<file path="config.mk">
export PLATFORM = sky130hd
export DESIGN_NAME = dmem_arbiter
export DESIGN_NICKNAME = d
export VERILOG_FILES = /design/src/rtl/dmem_arbiter_pkg.sv /design/src/rtl/dmem_arb_pick.sv /design/src/rtl/dmem_arbiter.sv
export SDC_FILE = /design/constraint.sdc
export NUM_CORES = 1
export LEC_CHECK = 0
export ABC_AREA = 1
export CAP_MARGIN = 5
export CORE_MARGIN = 4
export CORE_UTILIZATION = 37
export DETAILED_ROUTE_END_ITERATION = 16
export GPL_ROUTABILITY_DRIVEN = 1
export PLACE_DENSITY = 0.83
export SYNTH_ARGS = -nofsm -noshare
export SYNTH_HDL_FRONTEND = slang
export SYNTH_SLANG_ARGS = --single-unit
</file>
<file path="constraint.sdc">
create_clock -name clk_i -period 1.85 [get_ports clk_i]
set_input_delay 0.185 -clock clk_i [delete_from_list [all_inputs] [get_ports clk_i]]
set_output_delay 0.185 -clock clk_i [all_outputs]
set_load 0.05 [all_outputs]
</file>
<file path="src/rtl/dmem_arbiter_pkg.sv">
// Shared definitions for the two-master data-RAM arbiter: memop encodings,
// the memop legality check and the sequencer state encoding.
package dmem_arbiter_pkg;

  localparam logic [2:0] MEMOP_LB  = 3'b000;
  localparam logic [2:0] MEMOP_LH  = 3'b001;
  localparam logic [2:0] MEMOP_LW  = 3'b010;
  localparam logic [2:0] MEMOP_LBU = 3'b100;
  localparam logic [2:0] MEMOP_LHU = 3'b101;

  typedef enum logic [1:0] {
    ST_IDLE  = 2'd0,
    ST_ISSUE = 2'd1,
    ST_WAIT  = 2'd2,
    ST_ACK   = 2'd3
  } state_e;

  function automatic logic memop_legal(input logic [2:0] op);
    return (op == MEMOP_LB) || (op == MEMOP_LH) || (op == MEMOP_LW) ||
           (op == MEMOP_LBU) || (op == MEMOP_LHU);
  endfunction

endpackage

</file>
<file path="src/rtl/dmem_arb_pick.sv">
// Grant selection between the two masters. ARB_ROUND_ROBIN_EN selects
// alternating priority on contention; otherwise master 0 always wins.
module dmem_arb_pick (
  input  logic [1:0] req_i,
  input  logic       ptr_i,
  output logic       gnt_id_o
);

`ifdef ARB_ROUND_ROBIN_EN
  always_comb begin
    if (&req_i) gnt_id_o = ptr_i;
    else        gnt_id_o = req_i[1];
  end
`else
  logic unused_ptr;
  assign unused_ptr = ptr_i;
  assign gnt_id_o   = ~req_i[0];
`endif

endmodule

</file>
<file path="src/rtl/dmem_arbiter.sv">
// Two-master req/ack sequencer in front of the synchronous-read data RAM.
// ARB_ROUND_ROBIN_EN enables round-robin arbitration (see dmem_arb_pick).
module dmem_arbiter
  import dmem_arbiter_pkg::*;
#(
  parameter int AW     = 32,
  parameter int DW     = 32,
  parameter int RD_LAT = 1
) (
  input  logic          clk_i,
  input  logic          rst_n_i,
  input  logic          m0_req_i,
  input  logic [AW-1:0] m0_addr_i,
  input  logic [DW-1:0] m0_wdata_i,
  input  logic [2:0]    m0_memop_i,
  input  logic          m0_we_i,
  output logic          m0_ack_o,
  output logic [DW-1:0] m0_rdata_o,
  output logic          m0_err_o,
  input  logic          m1_req_i,
  input  logic [AW-1:0] m1_addr_i,
  input  logic [DW-1:0] m1_wdata_i,
  input  logic [2:0]    m1_memop_i,
  input  logic          m1_we_i,
  output logic          m1_ack_o,
  output logic [DW-1:0] m1_rdata_o,
  output logic          m1_err_o,
  output logic [AW-1:0] mem_addr_o,
  output logic [DW-1:0] mem_datain_o,
  output logic [2:0]    mem_memop_o,
  output logic          mem_we_o,
  input  logic [DW-1:0] mem_dataout_i
);

  localparam logic [1:0] CNT_INIT = 2'(RD_LAT - 1);

  state_e        state_q, state_d;
  logic          id_q, id_d;
  logic [AW-1:0] addr_q, addr_d;
  logic [DW-1:0] wdata_q, wdata_d;
  logic [DW-1:0] rdata_q, rdata_d;
  logic [2:0]    memop_q, memop_d;
  logic          we_q, we_d;
  logic [1:0]    cnt_q, cnt_d;
  logic [1:0]    req;
  logic          gnt_id;
  logic          ptr;
  logic          legal;

  assign req   = {m1_req_i, m0_req_i};
  assign legal = memop_legal(memop_q);

  dmem_arb_pick u_pick (
    .req_i   (req),
    .ptr_i   (ptr),
    .gnt_id_o(gnt_id)
  );

`ifdef ARB_ROUND_ROBIN_EN
  logic ptr_q, ptr_d;
  assign ptr_d = (state_q == ST_ACK) ? ~id_q : ptr_q;
  always_ff @(posedge clk_i) begin
    if (!rst_n_i) ptr_q <= 1'b0;
    else          ptr_q <= ptr_d;
  end
  assign ptr = ptr_q;
`else
  assign ptr = 1'b0;
`endif

  always_ff @(posedge clk_i) begin
    if (!rst_n_i) begin
      state_q <= ST_IDLE;
      id_q    <= 1'b0;
      addr_q  <= '0;
      wdata_q <= '0;
      memop_q <= MEMOP_LW;
      we_q    <= 1'b0;
      cnt_q   <= '0;
      rdata_q <= '0;
    end else begin
      state_q <= state_d;
      id_q    <= id_d;
      addr_q  <= addr_d;
      wdata_q <= wdata_d;
      memop_q <= memop_d;
      we_q    <= we_d;
      cnt_q   <= cnt_d;
      rdata_q <= rdata_d;
    end
  end

  // Illegal memops skip the read wait and go straight to the error ack.
  always_comb begin
    state_d = state_q;
    unique case (state_q)
      ST_IDLE:  if (|req) state_d = ST_ISSUE;
      ST_ISSUE: state_d = (we_q || !legal) ? ST_ACK : ST_WAIT;
      ST_WAIT:  if (cnt_q == '0) state_d = ST_ACK;
      ST_ACK:   state_d = ST_IDLE;
      default:  state_d = ST_IDLE;
    endcase
  end

  always_comb begin
    id_d    = id_q;
    addr_d  = addr_q;
    wdata_d = wdata_q;
    memop_d = memop_q;
    we_d    = we_q;
    cnt_d   = cnt_q;
    rdata_d = rdata_q;
    case (state_q)
      ST_IDLE: begin
        if (|req) begin
          id_d    = gnt_id;
          addr_d  = gnt_id ? m1_addr_i  : m0_addr_i;
          wdata_d = gnt_id ? m1_wdata_i : m0_wdata_i;
          memop_d = gnt_id ? m1_memop_i : m0_memop_i;
          we_d    = gnt_id ? m1_we_i    : m0_we_i;
          rdata_d = '0;
        end
      end
      ST_ISSUE: cnt_d = CNT_INIT;
      ST_WAIT: begin
        if (cnt_q == '0) rdata_d = mem_dataout_i;
        else             cnt_d   = cnt_q - 2'd1;
      end
      default: ;
    endcase
  end

  always_comb begin
    mem_we_o   = (state_q == ST_ISSUE) && we_q && legal;
    m0_ack_o   = (state_q == ST_ACK) && !id_q;
    m1_ack_o   = (state_q == ST_ACK) && id_q;
    m0_err_o   = m0_ack_o && !legal;
    m1_err_o   = m1_ack_o && !legal;
    m0_rdata_o = m0_ack_o ? rdata_q : '0;
    m1_rdata_o = m1_ack_o ? rdata_q : '0;
  end

  assign mem_addr_o   = addr_q;
  assign mem_datain_o = wdata_q;
  assign mem_memop_o  = memop_q;

endmodule
</file>
==> results of run 1 <==
==> cell families after synthesis <==
kind of cell	after synthesis	share of synthesized area (%)
simple gates	285	23.2
compound gates	179	21.2
flops	105	44.4
buf+inv	99	9.50
fa+ha+maj	6	1.59
==> worst max-delay path by stage <==
stage | endpoint | cells past startpoint
after floorplan | m0_err_o | 4
after global placement | mem_addr_o[19]$_SDFFE_PN0P_ | 7
after detailed placement | mem_addr_o[12]$_SDFFE_PN0P_ | 7
after CTS | m0_rdata_o[26] | 5
after global routing | m0_rdata_o[25] | 5
final | m1_err_o | 5
==> per-stage QoR <==
| step | cell area (µm²) | power, mW |
|---|---|---|
| final | 8960 | 11.4 |
| after global routing | 8960 | 12.0 |
| after CTS | 8890 | 11.4 |
| after detailed placement | 8600 | 9.50 |
| after global placement | 8600 | 9.38 |
| after floorplan | 4730 | 7.39 |
==> synthesized netlist by cell type (all sizes together) <==
cell and instances:
clkinv 1, a31oi 67, nor2 72, nand3 3, o211ai 1, nand2 209
ha 6, or2 1, o21ai 72, clkbuf 25, inv 46, buf 27
dfxtp 105, a211oi 1, a21oi 37, o22ai 1
==> sequential cells by signal, summed over array words and instances (netlist names) <==
register	flops
mem_addr_o	32
mem_datain_o	32
rdata_q	32
mem_memop_o	3
cnt_q	2
state_q	2
id_q	1
we_q	1
==> tightest hold or removal path, delay by kind of cell <==
kind            cells  cell delay (ns)
compound gates      2             0.15
buf+inv             1             0.19
==> power breakdown <==
part / switching (mW) / internal, mW
sequential: 0.373 / 2.99
combinational: 4.04 / 2.11
clock: 0.808 / 1.07
==> layer usage <==
metal / wire length (µm) / up-vias
met5: 0 / -
met3: 1480 / 42
met4: 638 / 0
met2: 8890 / 250
met1: 6610 / 2497
li1: - / 2749
==> repair_timing <==
item	CTS	global route
gates resized for setup	2	27
gates cloned	0	0
endpoints found under the setup margin	2	74
==> final cells by class <==
type,instances,area [µm²]
Fill cell,965,3610
Sequential cell,105,2100
Inverter,47,179
Clock inverter,3,42.5
Timing Repair Buffer,319,3930
Multi-Input combinational cell,470,2240
Tap cell,172,215
Clock buffer,11,243
==> impl_metrics.ini, run 1 <==
[status]
status = complete, no violations

[min_path]
hp-start = rst_n_i
hold_path_class = input pin to flip-flop
holdPathEnd = mem_datain_o[4]$_SDFFE_PN0P_
hold_path_depth = 3

[clock_network]
cts_hold_buf = 0
clock_sinks = 105
htree_levels = 3
post_cts.repair.setup_buffers = 0
cts_buffer_depth = 2
root_buffer = clkbuf_16
clk_pin_slew_ns = 0.07
clk_latency_ns = 0.33
cts_tree = done
cts-buffers-inserted = 9

[global_route]
grtUsageMet1_pct = 24.1
use_met2_pct = 40.9
grt_start_max_net_pins = 73
gr-usage-all-layers_pct = 22.5
busiest_layer = met2
antenna_found_initial = 0
grt_pass1_vias = 5286
grt_pass1_wl_mm = 26.2
grt_remaining_overflow = 0
met3_usage_pct = 5.83

[power]
power.density_nw_per_um2 = 1270
vdd_drop_max_mv = 0.791
leakage_nw = 3.33

[routing]
drt_wl_total_mm = 17.6
drt-initial-drc-count = 342
drcViolationCount = 0
avgViaCountPerCell = 4.91
wire_per_inst_um = 15.6
ant_nets = 0
vias = 5538
drt-pass1-iter-count = 5

[yosys]
ys_ff_latch = 105
synth_top_area_share_pct = 44.4
synth_nets = 852
synth_top_cell_by_area = dfxtp_1
syn_area_um2 = 4730
synth_cells = 674
avgSynthCellArea_um2 = 7.02
synth_cell_types = 28
yosys-top-cells-area = dfxtp_1, nand2_1, a31oi_1
ys_seq_area_share_pct = 44.4
ys_warn_count = 0

[critical_path]
cp_max_fo = 34
cpMostUsedCell = buf_12
cp_slowest_cell = dfxtp_2
required_ns = 1.66
crit_arrival_ns = 1.59
path_cells = ha_1 -> nand2_1 -> buf_12 -> nor2_1 -> buf_12
r2r-end = rdata_q[2]$_SDFFE_PN0P_
crit_start = state_q[0]$_SDFFE_PN0P_
crit_path_end_kind = primary output
crit_buf_inv = 2
ff2ff_path_depth = 9
r2r-start = state_q[0]$_SDFFE_PN0P_
max_stage_delay_ns = 0.37
rrSetupSlack_ns = 0.22
cp-start-kind = flip-flop
critical_path_class = flip-flop to primary output
critical-path-top-delay-family = flip-flops

[sta]
period_needed_ns = 1.78
timing.slew.headroom_pct = 60.5
skew_ns = 0.00526
fmax_mhz = 563
fin_crit_sh_pct = 96.0
rsz0062_at_grt = false
hold_slack_ns = 0.238
maxSlewViolCount = 0
setup_violations = 0
finalSetupTns_ns = 0
hold_viol = 0
worst_pin_slew_ns = 0.590
setup_slack_ns = 0.0744

[finish]
drive_gt1_share_pct = 14.5
nets = 1130
layout_commonest_cell = clkdlybuf4s50_1
fin_util_pct = 71.3
areaGrowthSynthToFinish_pct = 89.4
final_cell_mix = clkdlybuf4s50_1, nand2_1, dfxtp_1
diodes = 0
layout.cells.non_filler = 1127

[run]
maxCapViolCount = 0

[floorplanning]
io_pins = 308
rows = 41
start_util_pct = 37.6
fp.coreArea_um2 = 12600
dieArea_um2 = 14700
die_h_um = 121
dieWidth_um = 121

[placed_design]
dp_cells = 1113
place_ws_ns = 0.146
dp_hpwl_mm = 13.6
place.gp.congestion = 0.823
port_buffers = 307
Note: power is estimated with default switching activity, not from simulation.
==> run 2, diff against run 1 <==
--- a/config.mk
+++ b/config.mk
@@ -12,6 +12,9 @@
 export DETAILED_ROUTE_END_ITERATION = 16
 export GPL_ROUTABILITY_DRIVEN = 1
 export PLACE_DENSITY = 0.83
+export REMOVE_ABC_BUFFERS = 1
+export SKIP_LAST_GASP = 1
+export SLEW_MARGIN = 15
 export SYNTH_ARGS = -nofsm -noshare
 export SYNTH_HDL_FRONTEND = slang
 export SYNTH_SLANG_ARGS = --single-unit
==> run 2 against run 1 <==
  * Count of clock-buffer cells in the layout unchanged
  * Utilization down 0.32 points
  * Highest routed layer unchanged
  * Cell count up 0.35%
==> impl_metrics.ini, run 2 (synthesis gave the netlist of run 1 again) <==
[critical_path]
crit_path_end_kind = primary output
crit_start = state_q[0]$_SDFFE_PN0P_
r2r-start = state_q[0]$_SDFFE_PN0P_
cp_slowest_cell = dfxtp_1
required_ns = 1.66
cp-start-kind = flip-flop
crit_buf_inv = 2
cpMostUsedCell = buf_12
cp_max_fo = 34
max_stage_delay_ns = 0.40
critical-path-top-delay-family = flip-flops
critical_path_class = flip-flop to primary output
path_cells = ha_1 -> nand2_1 -> buf_12 -> nor2_1 -> buf_12
crit_arrival_ns = 1.60
rrSetupSlack_ns = 0.18

[routing]
drt-initial-drc-count = 333
drt_wl_total_mm = 17.8
ant_nets = 0
drcViolationCount = 0
vias = 5531
avgViaCountPerCell = 4.89
wire_per_inst_um = 15.7
drt-pass1-iter-count = 5

[clock_network]
clock_sinks = 105
clk_pin_slew_ns = 0.07
clk_latency_ns = 0.34
cts_buffer_depth = 2
htree_levels = 3
cts_hold_buf = 0
cts-buffers-inserted = 9
root_buffer = clkbuf_16
cts_tree = done
post_cts.repair.setup_buffers = 0
cts_resized = 0

[min_path]
hold_path_class = input pin to flip-flop
hp-start = rst_n_i

[sta]
fmax_mhz = 562
worst_pin_slew_ns = 0.561
skew_ns = 0.00590
hold_viol = 0
setup_violations = 0
timing.slew.headroom_pct = 62.5
maxSlewViolCount = 0
fin_crit_sh_pct = 96.2
rsz0062_at_grt = true
period_needed_ns = 1.78

[floorplanning]
io_pins = 308
rows = 41
dieWidth_um = 121
start_util_pct = 37.6
fp.coreArea_um2 = 12600
die_h_um = 121
dieArea_um2 = 14700

[placed_design]
dp_cells = 1115
dp_hpwl_mm = 13.8
place.gp.congestion = 0.867
port_buffers = 307

[finish]
nets = 1132
drive_gt1_share_pct = 13.2
seq_area_um2 = 2100
multiInputGateArea_um2 = 2200
diodes = 0
final_cell_mix = clkdlybuf4s50_1, nand2_1, dfxtp_1
layout_commonest_cell = clkdlybuf4s50_1
fin_util_pct = 71.0
areaGrowthSynthToFinish_pct = 88.6
layout.cells.non_filler = 1131
fillers = 934

[global_route]
grt_pass1_wl_mm = 26.5
antenna_found_initial = 0
busiest_layer = met2
grt_remaining_overflow = 0
grt_pass1_vias = 5317
use_met2_pct = 40.8
grt_start_max_net_pins = 67
gr-usage-all-layers_pct = 22.8
met3_usage_pct = 6.85
grtUsageMet1_pct = 25.2

[run]
maxCapViolCount = 0

[power]
power.density_nw_per_um2 = 1290
pwr-share-seq_pct = 29.3
p_int_mw = 6.26
pwr-share-clk_pct = 17.6
p_sw_share_pct = 45.5
vdd_drop_max_mv = 0.820
leakage_nw = 3.34
power_frac_comb_pct = 53.2
p_sw_mw = 5.22

[status]
status = complete, no violations
run 2: cell types whose count changed in the layout (fill, tap and decap cells not counted), sizes merged:
| cell | change |
|---|---|
| dlymetal6s2s | -1 |
| clkdlybuf4s50 | -3 |
| clkinvlp | +1 |
| bufinv | +1 |
| buf | +6 |
run 2: stage by stage:
stage          cell area, µm²  TNS [ns]  hold WS [ns]  total power, mW  setup slack [ns]
5_1_grt                  8920    -0.186         0.258             12.1           -0.0261
3_3_place_gp             8580         0         0.447             9.38             0.188
6_report                 8920         0         0.258             11.5            0.0698
4_1_cts                  8890         0         0.252             11.5            0.0334
3_5_place_dp             8580         0         0.448             9.48             0.117
2_1_floorplan            4460     -8.35         0.269             7.01            -0.129
run 2: routing by layer:
metal | share of wire [%] | up-vias
met5 | 0 | -
met1 | 38 | 2499
met4 | 3.2 | 0
li1 | - | 2754
met3 | 8.8 | 32
met2 | 50 | 246
run 2: power groups by stage:
stage,clock network [mW],logic (mW),registers [mW]
after floorplan,0,1.69,5.32
after global placement,0,6.01,3.37
after detailed placement,0,6.08,3.40
after CTS,2.05,6.11,3.36
after global routing,2.16,6.46,3.44
final,2.02,6.10,3.36
run 2: final cells by class:
type | instances | area share, %
timing repair buffer | 321 | 43.8
multi-input combinational | 470 | 24.7
sequential | 105 | 23.6
clock buffer | 11 | 2.61
tap | 172 | 2.41
inverter | 47 | 2.01
clock inverter | 5 | 0.898
run 2: final timing paths:
check | cells after the start | to
min | 2 | mem_memop_o[1]$_SDFFE_PN1P_
max reg2reg | 10 | rdata_q[0]$_SDFFE_PN0P_
max | 5 | m1_rdata_o[4]
min reg2reg | 1 | cnt_q[0]$_SDFFE_PN0P_
